### src/rtl/tff_counter.sv
// Multi-mode WIDTH-bit counter: per-bit toggle, count up/down and parallel load, with an
// optional modulus, a wrap/saturate policy, a registered terminal-count pulse and a sticky overflow.
module tff_counter #(
    parameter int unsigned WIDTH    = 8,
    parameter int unsigned MOD_VAL  = 0,
    parameter bit          SATURATE = 1'b0
) (
    input  logic             clk,
    input  logic             rst,
    input  logic             en,
    input  logic [1:0]       mode,
    input  logic [WIDTH-1:0] t_mask,
    input  logic [WIDTH-1:0] d,
    input  logic             clr_ovf,
    output logic [WIDTH-1:0] q,
    output logic             tc,
    output logic             ovf
);

    localparam logic [WIDTH-1:0] LIMIT = (MOD_VAL == 0) ? {WIDTH{1'b1}} : WIDTH'(MOD_VAL - 1);

    localparam logic [1:0] ModeToggle = 2'b00;
    localparam logic [1:0] ModeUp     = 2'b01;
    localparam logic [1:0] ModeDown   = 2'b10;
    localparam logic [1:0] ModeLoad   = 2'b11;

    logic [WIDTH-1:0] cnt_q, cnt_d;
    logic             tc_q, tc_d;
    logic             ovf_q, ovf_d;
    logic             at_or_above, above;

    // Written without a direct "> LIMIT" so the compare stays non-constant when LIMIT is all-ones.
    assign at_or_above = !(cnt_q < LIMIT);
    assign above       = at_or_above && (cnt_q != LIMIT);

    always_comb begin
        cnt_d = cnt_q;
        tc_d  = 1'b0;
        if (en) begin
            unique case (mode)
                ModeToggle: cnt_d = cnt_q ^ t_mask;
                ModeUp: begin
                    if (at_or_above) begin
                        cnt_d = SATURATE ? LIMIT : '0;
                        tc_d  = 1'b1;
                    end else begin
                        cnt_d = cnt_q + WIDTH'(1);
                    end
                end
                ModeDown: begin
                    if (cnt_q == '0) begin
                        cnt_d = SATURATE ? '0 : LIMIT;
                        tc_d  = 1'b1;
                    end else if (above) begin
                        // Out-of-range value from a load: snap back into range silently.
                        cnt_d = LIMIT;
                    end else begin
                        cnt_d = cnt_q - WIDTH'(1);
                    end
                end
                ModeLoad: cnt_d = d;
            endcase
        end
        // A new terminal-count event beats a coincident clear.
        ovf_d = tc_d | (ovf_q & ~clr_ovf);
    end

    always_ff @(posedge clk) begin
        if (!rst) begin
            cnt_q <= '0;
            tc_q  <= 1'b0;
            ovf_q <= 1'b0;
        end else begin
            cnt_q <= cnt_d;
            tc_q  <= tc_d;
            ovf_q <= ovf_d;
        end
    end

    assign q   = cnt_q;
    assign tc  = tc_q;
    assign ovf = ovf_q;

endmodule

### config.mk
export PLATFORM = sky130hd
export DESIGN_NAME = tff_counter
export DESIGN_NICKNAME = d
export VERILOG_FILES = /design/src/rtl/tff_counter.sv
export SDC_FILE = /design/constraint.sdc
export NUM_CORES = 1
export LEC_CHECK = 0
export ABC_AREA = 1
export BUFFER_PORTS_ARGS = -buffer_cell sky130_fd_sc_hd__clkbuf_2
export CAP_MARGIN = 20
export CORE_AREA = 2 2 57 59
export CTS_BUF_LIST = sky130_fd_sc_hd__clkbuf_2 sky130_fd_sc_hd__clkbuf_4 sky130_fd_sc_hd__clkbuf_8
export DETAILED_ROUTE_END_ITERATION = 16
export DIE_AREA = 0 0 59 61
export MAX_ROUTING_LAYER = met4
export PLACE_DENSITY = 0.67
export SETUP_SLACK_MARGIN = 0.5
export SLEW_MARGIN = 20
export SYNTH_ARGS = -nofsm -noshare
export SYNTH_HDL_FRONTEND = slang
export SYNTH_SLANG_ARGS = --single-unit
export TNS_END_PERCENT = 100
### constraint.sdc
create_clock -name clk -period 2.6 [get_ports clk]
set_input_delay 0.13 -clock clk [delete_from_list [all_inputs] [get_ports clk]]
set_output_delay 0.13 -clock clk [all_outputs]
set_load 0.01 [all_outputs]
==> flow_metrics.tcl, run 1 <==
set metrics [dict create \
    initial_core_util 0.387 \
    cap_violations 0 \
    hold_class "input port to flip-flop" \
    routabilityCongestion 0.847 \
    period_minus_slack_ps 1670 \
    ios 32 \
    wl_per_cell_um 12.1 \
    io_buffer_count 31 \
    clkSinkCount 10 \
    cpLargestDelayFamily "simple AND/OR/NAND/NOR gates" \
    grt_use_total 0.184 \
    hold_violations 0 \
    final_common_cell "nand2_1" \
    mostFrequentLayoutCells "nand2_1 (41), clkbuf_2 (31), inv_1 (23)" \
    cp_num_cells 9 \
    synth_area_per_cell_um2 6.35 \
    hold_buffers 0 \
    drive_gt1_frac 0.254 \
    clkPwrFrac 0.226 \
    cpPeakStageDelay_ps 480 \
    critPathMaxFanout 7 \
    ant_nets 0 \
    clock_latency_ps 280 \
    slowest_stage "dfxtp_1" \
    post_cts_resized 0 \
    dpl.hpwl_um 2270 \
    ir_worst_vdd_v 0.000247 \
    via_count 1182 \
    first_global_vias 1073 \
    worst_slew_pin_slew_ps 461 \
    grt_max_degree 13 \
    final-setup-viol-count 0 \
    outcome "finished clean" \
    diodes 0 \
    yosysTopAreaCell "dfxtp_1" \
    die_x_um 59 \
    switching_share 0.406 \
    clkTransAtPathRegs_ps 70 \
    antenna_found_initial 0 \
    yosysWarnings 0 \
    post-route-util 0.438 \
    grt-ovfl-total 0 \
    fin_area_um2 1290 \
    cts-buffers-inserted 3 \
    arrival_ps 1830 \
    synth_area_leaders "dfxtp_1 (18%), nand2_1 (13%), nand3_1 (8.8%), ha_1 (7.7%), inv_1 (7.6%)" \
    firstDrtPassIters 4 \
    h-tree-depth 1 \
    p_per_area_nw_per_um2 394 \
    power_frac_comb 0.392 \
    maxSlewHeadroom 0.692 \
    netlist_instances 180 \
    end_kind "flip-flop" \
    placed_cell_area_um2 1270 \
    power.internal_uw 302 \
    synth_fp_nets 209 \
    drc_errors 0 \
    synth_area_um2 1140 \
    fin_skew_ps 1.75 \
    clock-root-buffer "clkbuf_4" \
    cts_tree "yes" \
    start_kind "flip-flop" \
    synth_cell_type_count 31 \
    avgViaCountPerCell 4.97 \
    seq_power_share 0.382 \
    crit_chain "inv_1 > ha_1 > nor3b_2 > nand3_2 > nand2_1 > nor2_1 > nand3_1 > nand2_1 > a21oi_1" \
    worst-path-buf-inv 1 \
    critical_path_class "flip-flop to flip-flop" \
    cpMostUsedCell "nand2_1" \
    row_count 20 \
    ys_seq_elements 10 \
    netSwitchingPower_uw 207 \
    fmax_mhz 598 \
    final_net_count 236 \
    core_um2 2950 \
    n_fill_cell 350 \
    leakagePower_uw 0.000680 \
    syn_to_final_growth_pct 13.3 \
    required_ps 2760 \
    die_area_um2 3600 \
    setup_tns_ps 0 \
    rsz0062_at_grt "no" \
    timing.final.crit_share 0.643 \
    cts_buffer_depth 2 \
    drt-total-wl_um 2890 \
    worstRegToRegCells 9 \
    drt-initial-drc-count 21 \
    ys_seq_area_frac 0.175 \
    synth_top_area_frac 0.175 \
    min_path_cells 3 \
    grt_pass1_wl_um 4910 \
    slew_violations 0 \
    cts_setup_buffers 0 \
    die_h_um 61 \
]
==> through the flow <==
step                total power, uW  std cells  hold slack, ps  setup WS (ps)
floorplan                       345        180             274           1120
global placement                398        235             424            946
detailed placement              397        235             406            960
CTS                             505        238             138            942
global route                    545        238             163            790
finish                          509        238             130            929
==> sequential cells by signal, summed over array words and instances (netlist names) <==
register / cells
tc: 1
q: 8
ovf: 1
==> cells in the mapped netlist <==
cell type / n
nor2_4: 2
inv_2: 2
buf_4: 2
o21ai_1: 1
nor3b_2: 1
or2_2: 1
clkbuf_1: 1
nor2_2: 2
a21oi_1: 10
xnor2_1: 2
nand3_1: 20
inv_4: 1
o21ai_0: 15
nor2_1: 8
nand4_1: 2
xor2_1: 9
clkinv_2: 1
nand3b_1: 1
nand2_2: 3
nand2_4: 1
inv_1: 23
buf_2: 3
a21boi_0: 1
nand3_2: 2
o211ai_1: 2
o21bai_1: 1
buf_6: 3
dfxtp_1: 10
ha_1: 7
a21oi_2: 2
nand2_1: 41
==> kinds of logic after synthesis <==
group,count (synthesis),share of synthesized area
simple gates,84,0.357
flops,10,0.175
fa+ha+maj,7,0.0767
buf+inv,36,0.151
xor+xnor,11,0.0843
compound gates,32,0.156
==> final cells by class <==
type                    count  area (um2)  area share
clock buffers               3        22.5      0.0174
inverters                  27         105      0.0812
multi-input cells         134         769       0.595
flip-flops and latches     10         200       0.155
well taps                  33        41.3      0.0319
repair buffers             31         155       0.120
==> power groups by stage <==
stage	registers, uW	clock network, uW	logic [uW]
finish	195	115	199
global route	197	121	227
CTS	194	111	200
detailed placement	198	0	199
global placement	198	0	200
floorplan	183	0	162
==> worst register-to-register path, cell delays in order (launching register included) <==
cell     delay, ps
dfxtp_1        480
inv_1          150
ha_1           220
nor3b_2        170
nand3_2        110
nand2_1         70
nor2_1         110
nand3_1        110
nand2_1         80
a21oi_1         50
==> metal layers <==
layer  part of all wire  up-vias  GRT usage
met2               0.47       32      0.284
met3              0.065        5     0.0320
met4              0.015        0     0.0779
met1               0.45      524      0.237
met5                  0        -          -
li1                   -      621          -
==> worst paths after layout <==
check	from	slack (ps)	to
worst max-delay path	q[0]	930	q[6]
worst min-delay path	clr_ovf	130	ovf
worst max register to register	q[0]	930	q[6]
worst min register to register	ovf	500	ovf
No activity file was read; power rests on OpenSTA's default activity.
==> inputs of run 2 (changes only) <==
Clock period 2.6 ns to 1.7 ns, I/O delays scaled along.
==> flow_metrics.tcl, run 2 (synthesis results as in run 1) <==
set metrics [dict create \
    cts_tree "yes" \
    final_common_cell "nand2_1" \
    drc_errors 0 \
    placed_cell_area_um2 1370 \
    mostFrequentLayoutCells "nand2_1 (39), clkbuf_2 (31), inv_1 (20)" \
    r2r_end "q[0]" \
    clock-root-buffer "clkbuf_4" \
    final_net_count 251 \
    layout.cells.non_filler 254 \
    fin_skew_ps 5.08 \
    power.internal_uw 536 \
    h-tree-depth 1 \
    hold_start "clr_ovf" \
    routabilityCongestion 0.893 \
    min_path_cells 3 \
    worst_slew_pin_slew_ps 326 \
    rsz0062_at_grt "yes" \
    first_global_vias 1219 \
    start_kind "flip-flop" \
    pre_cts_slack_ps 223 \
    required_ps 1850 \
    reg2reg_slack_ps 260 \
    netSwitchingPower_uw 358 \
    maxSlewHeadroom 0.783 \
    clock_latency_ps 270 \
    cap_violations 0 \
    arrival_ps 1590 \
    outcome "finished clean" \
    die_area_um2 3600 \
    syn_to_final_growth_pct 31.5 \
    die_h_um 61 \
    via_count 1324 \
    setup_tns_ps 0 \
    period_minus_slack_ps 1440 \
    p_per_area_nw_per_um2 595 \
    ant_nets 0 \
    ir_worst_vdd_v 0.000428 \
    switching_share 0.401 \
    drt-initial-drc-count 64 \
    core_um2 2950 \
    timing.final.crit_share 0.847 \
    row_count 20 \
    die_x_um 59 \
    drt-total-wl_um 3530 \
    hold_violations 0 \
    drive_gt1_frac 0.394 \
    fin_ws_ps 259 \
    clkTransAtPathRegs_ps 80 \
    hold_class "input port to flip-flop" \
    clkSinkCount 10 \
    cts_buffer_depth 2 \
    seq_power_share 0.320 \
    power_frac_comb 0.454 \
    largest_register_ffs 8 \
    end_kind "flip-flop" \
    grt-ovfl-total 0 \
    wl_per_cell_um 13.9 \
    ios 32 \
    fmax_mhz 694 \
    fin_area_um2 1500 \
    hold_buffers 0 \
    worstReg2RegStart "q[0]" \
    clkPwrFrac 0.226 \
    slew_violations 0 \
    initial_core_util 0.387 \
    grt_pass1_wl_um 5400 \
    leakagePower_uw 0.000778 \
    critical_path_class "flip-flop to flip-flop" \
    diodes 0 \
    dpl.hpwl_um 2530 \
    final-setup-viol-count 0 \
    grt_use_total 0.205 \
    firstDrtPassIters 4 \
    dp_cells 243 \
    worstRegToRegCells 10 \
    grt_max_degree 12 \
    holdWs_ps 65.0 \
    io_buffer_count 31 \
    cts-buffers-inserted 3 \
    hold_path_end "ovf" \
    antenna_found_initial 0 \
    critPathMaxFanout 4 \
    avgViaCountPerCell 5.21 \
]
run 2: changes by cell type in the layout (fill, tap and decap cells not counted), sizes merged:
cell	before	now
buf	0	15
clkbuf	34	35
run 2: how the worst max path moves through the flow:
stage,startpoint,end,slack (ps),cells after the start
after floorplan,q[0],q[0],410,10
after global placement,q[0],q[0],220,10
after detailed placement,q[0],q[0],220,10
after CTS,q[1],q[7],310,9
after global routing,q[1],q[0],180,9
final,q[0],q[0],260,10
run 2: layer usage:
layer	global-route usage	part of all wire
met1	0.249	0.43
met2	0.338	0.49
met4	0.0519	0.0077
met3	0.0533	0.077
met5	-	0
run 2: worst max-delay path: stages, from the launching register on:
cell and delay (ps):
dfxtp_4 400, ha_4 140, nand2_2 100, nor2_4 120, nand2_2 90, nand2_2 90
inv_2 50, o21ai_1 120, nand2_1 80, nand2_1 60, a21oi_1 60
run 2: stage by stage:
stage,total power [uW],util
3_3_place_gp,643,0.464
5_1_grt,948,0.509
3_5_place_dp,644,0.464
6_report,894,0.509
2_1_floorplan,542,-
4_1_cts,872,0.500
run 2: final cells by class:
| type | instances | area (um2) |
|---|---|---|
| sequential | 10 | 214 |
| multi-input combinational | 134 | 840 |
| timing repair buffer | 46 | 268 |
| tap | 33 | 41.3 |
| fill | 315 | 1450 |
| inverter | 27 | 110 |
| clock buffer | 4 | 30.0 |
run 2: repair_timing:
action / CTS / global route
endpoints found under the setup margin: 11 / 10
gates resized for setup: 12 / 8
hold endpoints to repair: 0 / 0
setup buffers: 6 / 1
pin swaps: 5 / 3
run 2: power by group through the flow:
| stage | sequential (uW) | combinational (uW) | clock (uW) |
|---|---|---|---|
| final | 286 | 405 | 202 |
| after global routing | 289 | 447 | 212 |
| after CTS | 286 | 387 | 200 |
| after detailed placement | 292 | 352 | 0 |
| after global placement | 292 | 351 | 0 |
| after floorplan | 281 | 261 | 0 |
==> inputs of run 3 (changes only) <==
Settings changed: PLACE_DENSITY 0.67 to 0.69.
Clock period 1.7 ns to 1.3 ns, I/O delays scaled along.
==> flow_metrics.tcl, run 3 (synthesis results as in run 1) <==
set metrics [dict create \
    routabilityCongestion 0.900 \
    arrival_ps 1550 \
    critical_path_class "flip-flop to flip-flop" \
    hold_violations 0 \
    row_count 20 \
    final_common_cell "nand2_1" \
    avgViaCountPerCell 4.93 \
    cts-buffers-inserted 3 \
    timing.final.crit_share 1.08 \
    largest_register_ffs 8 \
    ios 32 \
    fin_ws_ps -101 \
    global_route.usage.met1 0.249 \
    cp_num_cells 9 \
    drc_errors 0 \
    final-setup-viol-count 7 \
    cpLargestDelayFamily "simple AND/OR/NAND/NOR gates" \
    final_net_count 257 \
    slowest_stage "dfxtp_4" \
    clkTransAtPathRegs_ps 70 \
    slew_violations 0 \
    mostFrequentLayoutCells "nand2_1 (36), clkbuf_2 (26), inv_1 (20)" \
    grt_max_degree 12 \
    initial_core_util 0.387 \
    grtUsageMet3 0.0448 \
    fin_skew_ps 1.82 \
    required_ps 1450 \
    via_count 1283 \
    dpl.hpwl_um 2510 \
    clkSinkCount 10 \
    maxSlewHeadroom 0.791 \
    crit_chain "inv_4 > ha_4 > nor3b_4 > nand2_2 > nand3_2 > nand2_2 > nand2_1 > o21bai_1 > a21oi_1" \
    cts_buffer_depth 2 \
    syn_to_final_growth_pct 42.8 \
    clock-root-buffer "clkbuf_4" \
    die_area_um2 3600 \
    ir_worst_vdd_v 0.000518 \
    grt_use_total 0.194 \
    post-route-util 0.553 \
    antenna_found_initial 0 \
    die_h_um 61 \
    grt-ovfl-total 0 \
    end_kind "flip-flop" \
    cpMostUsedCell "nand2_2" \
    diodes 0 \
    setup_tns_ps -486 \
    start_kind "flip-flop" \
    clock_latency_ps 270 \
    period_minus_slack_ps 1400 \
    drt-total-wl_um 3240 \
    min_path_cells 3 \
    fmax_mhz 714 \
    io_buffer_count 31 \
    drt-initial-drc-count 53 \
    busiest_layer "met2" \
    use_met2 0.311 \
    rsz0062_at_grt "yes" \
    h-tree-depth 1 \
    worst-path-buf-inv 1 \
    outcome "finished, violations left" \
    wl_per_cell_um 12.5 \
    first_global_vias 1162 \
    p_per_area_nw_per_um2 740 \
    critPathMaxFanout 4 \
    grt_pass1_wl_um 5070 \
    ant_nets 0 \
    cap_violations 0 \
    firstDrtPassIters 5 \
    hold_class "input port to flip-flop" \
    worstRegToRegCells 9 \
    core_um2 2950 \
    drive_gt1_frac 0.445 \
    cts_tree "yes" \
    leakagePower_uw 0.000850 \
    violations "negative setup slack" \
    worst_slew_pin_slew_ps 313 \
    die_x_um 59 \
    cpPeakStageDelay_ps 390 \
]
## run 3: stage by stage
step / worst slack [ps] / hold slack, ps / instance area, um2 / power (uW) / std cells
after floorplan: 9.01 / 209 / 1180 / 709 / 180
after global placement: -117 / 360 / 1470 / 881 / 255
after detailed placement: -125 / 355 / 1470 / 885 / 255
after CTS: -70.3 / 48.5 / 1560 / 1160 / 259
after global routing: -174 / 62.1 / 1630 / 1280 / 260
final: -101 / 42.2 / 1630 / 1210 / 260
## run 3: timing repair
item	CTS	global route
endpoints found under the setup margin	19	19
hold buffers	0	0
buffers inserted	0	1
gates resized for setup	23	21
pin swaps	11	13
## run 3: tightest hold or removal path: stages
cell and delay (ps):
clkbuf_2 70, nand3b_1 80, o21ai_1 50
## run 3: worst paths after layout
path              startpoint   end  slack (ps)
hold reg to reg          ovf   ovf         490
setup / recovery        q[1]  q[3]        -100
hold / removal       clr_ovf   ovf          40
setup reg to reg        q[1]  q[3]        -100
## run 3: power breakdown
part / internal [uW] / switching (uW) / leakage [uW]
Combinational: 276 / 303 / 0.000745
Sequential: 330 / 42.7 / 0.0000867
Clock: 140 / 116 / 0.0000184
Total: 745 / 461 / 0.000850
## run 3: cell type report
type,instances,area (um2)
timing repair buffer,52,372
sequential,10,221
clock buffer,4,30.0
fill,305,1320
inverter,27,110
multi-input combinational,134,857
tap,33,41.3
## run 3: layer usage
metal	routed length [um]	vias up
met4	26	0
met5	0	-
met3	165	4
li1	-	669
met2	1550	40
met1	1500	570
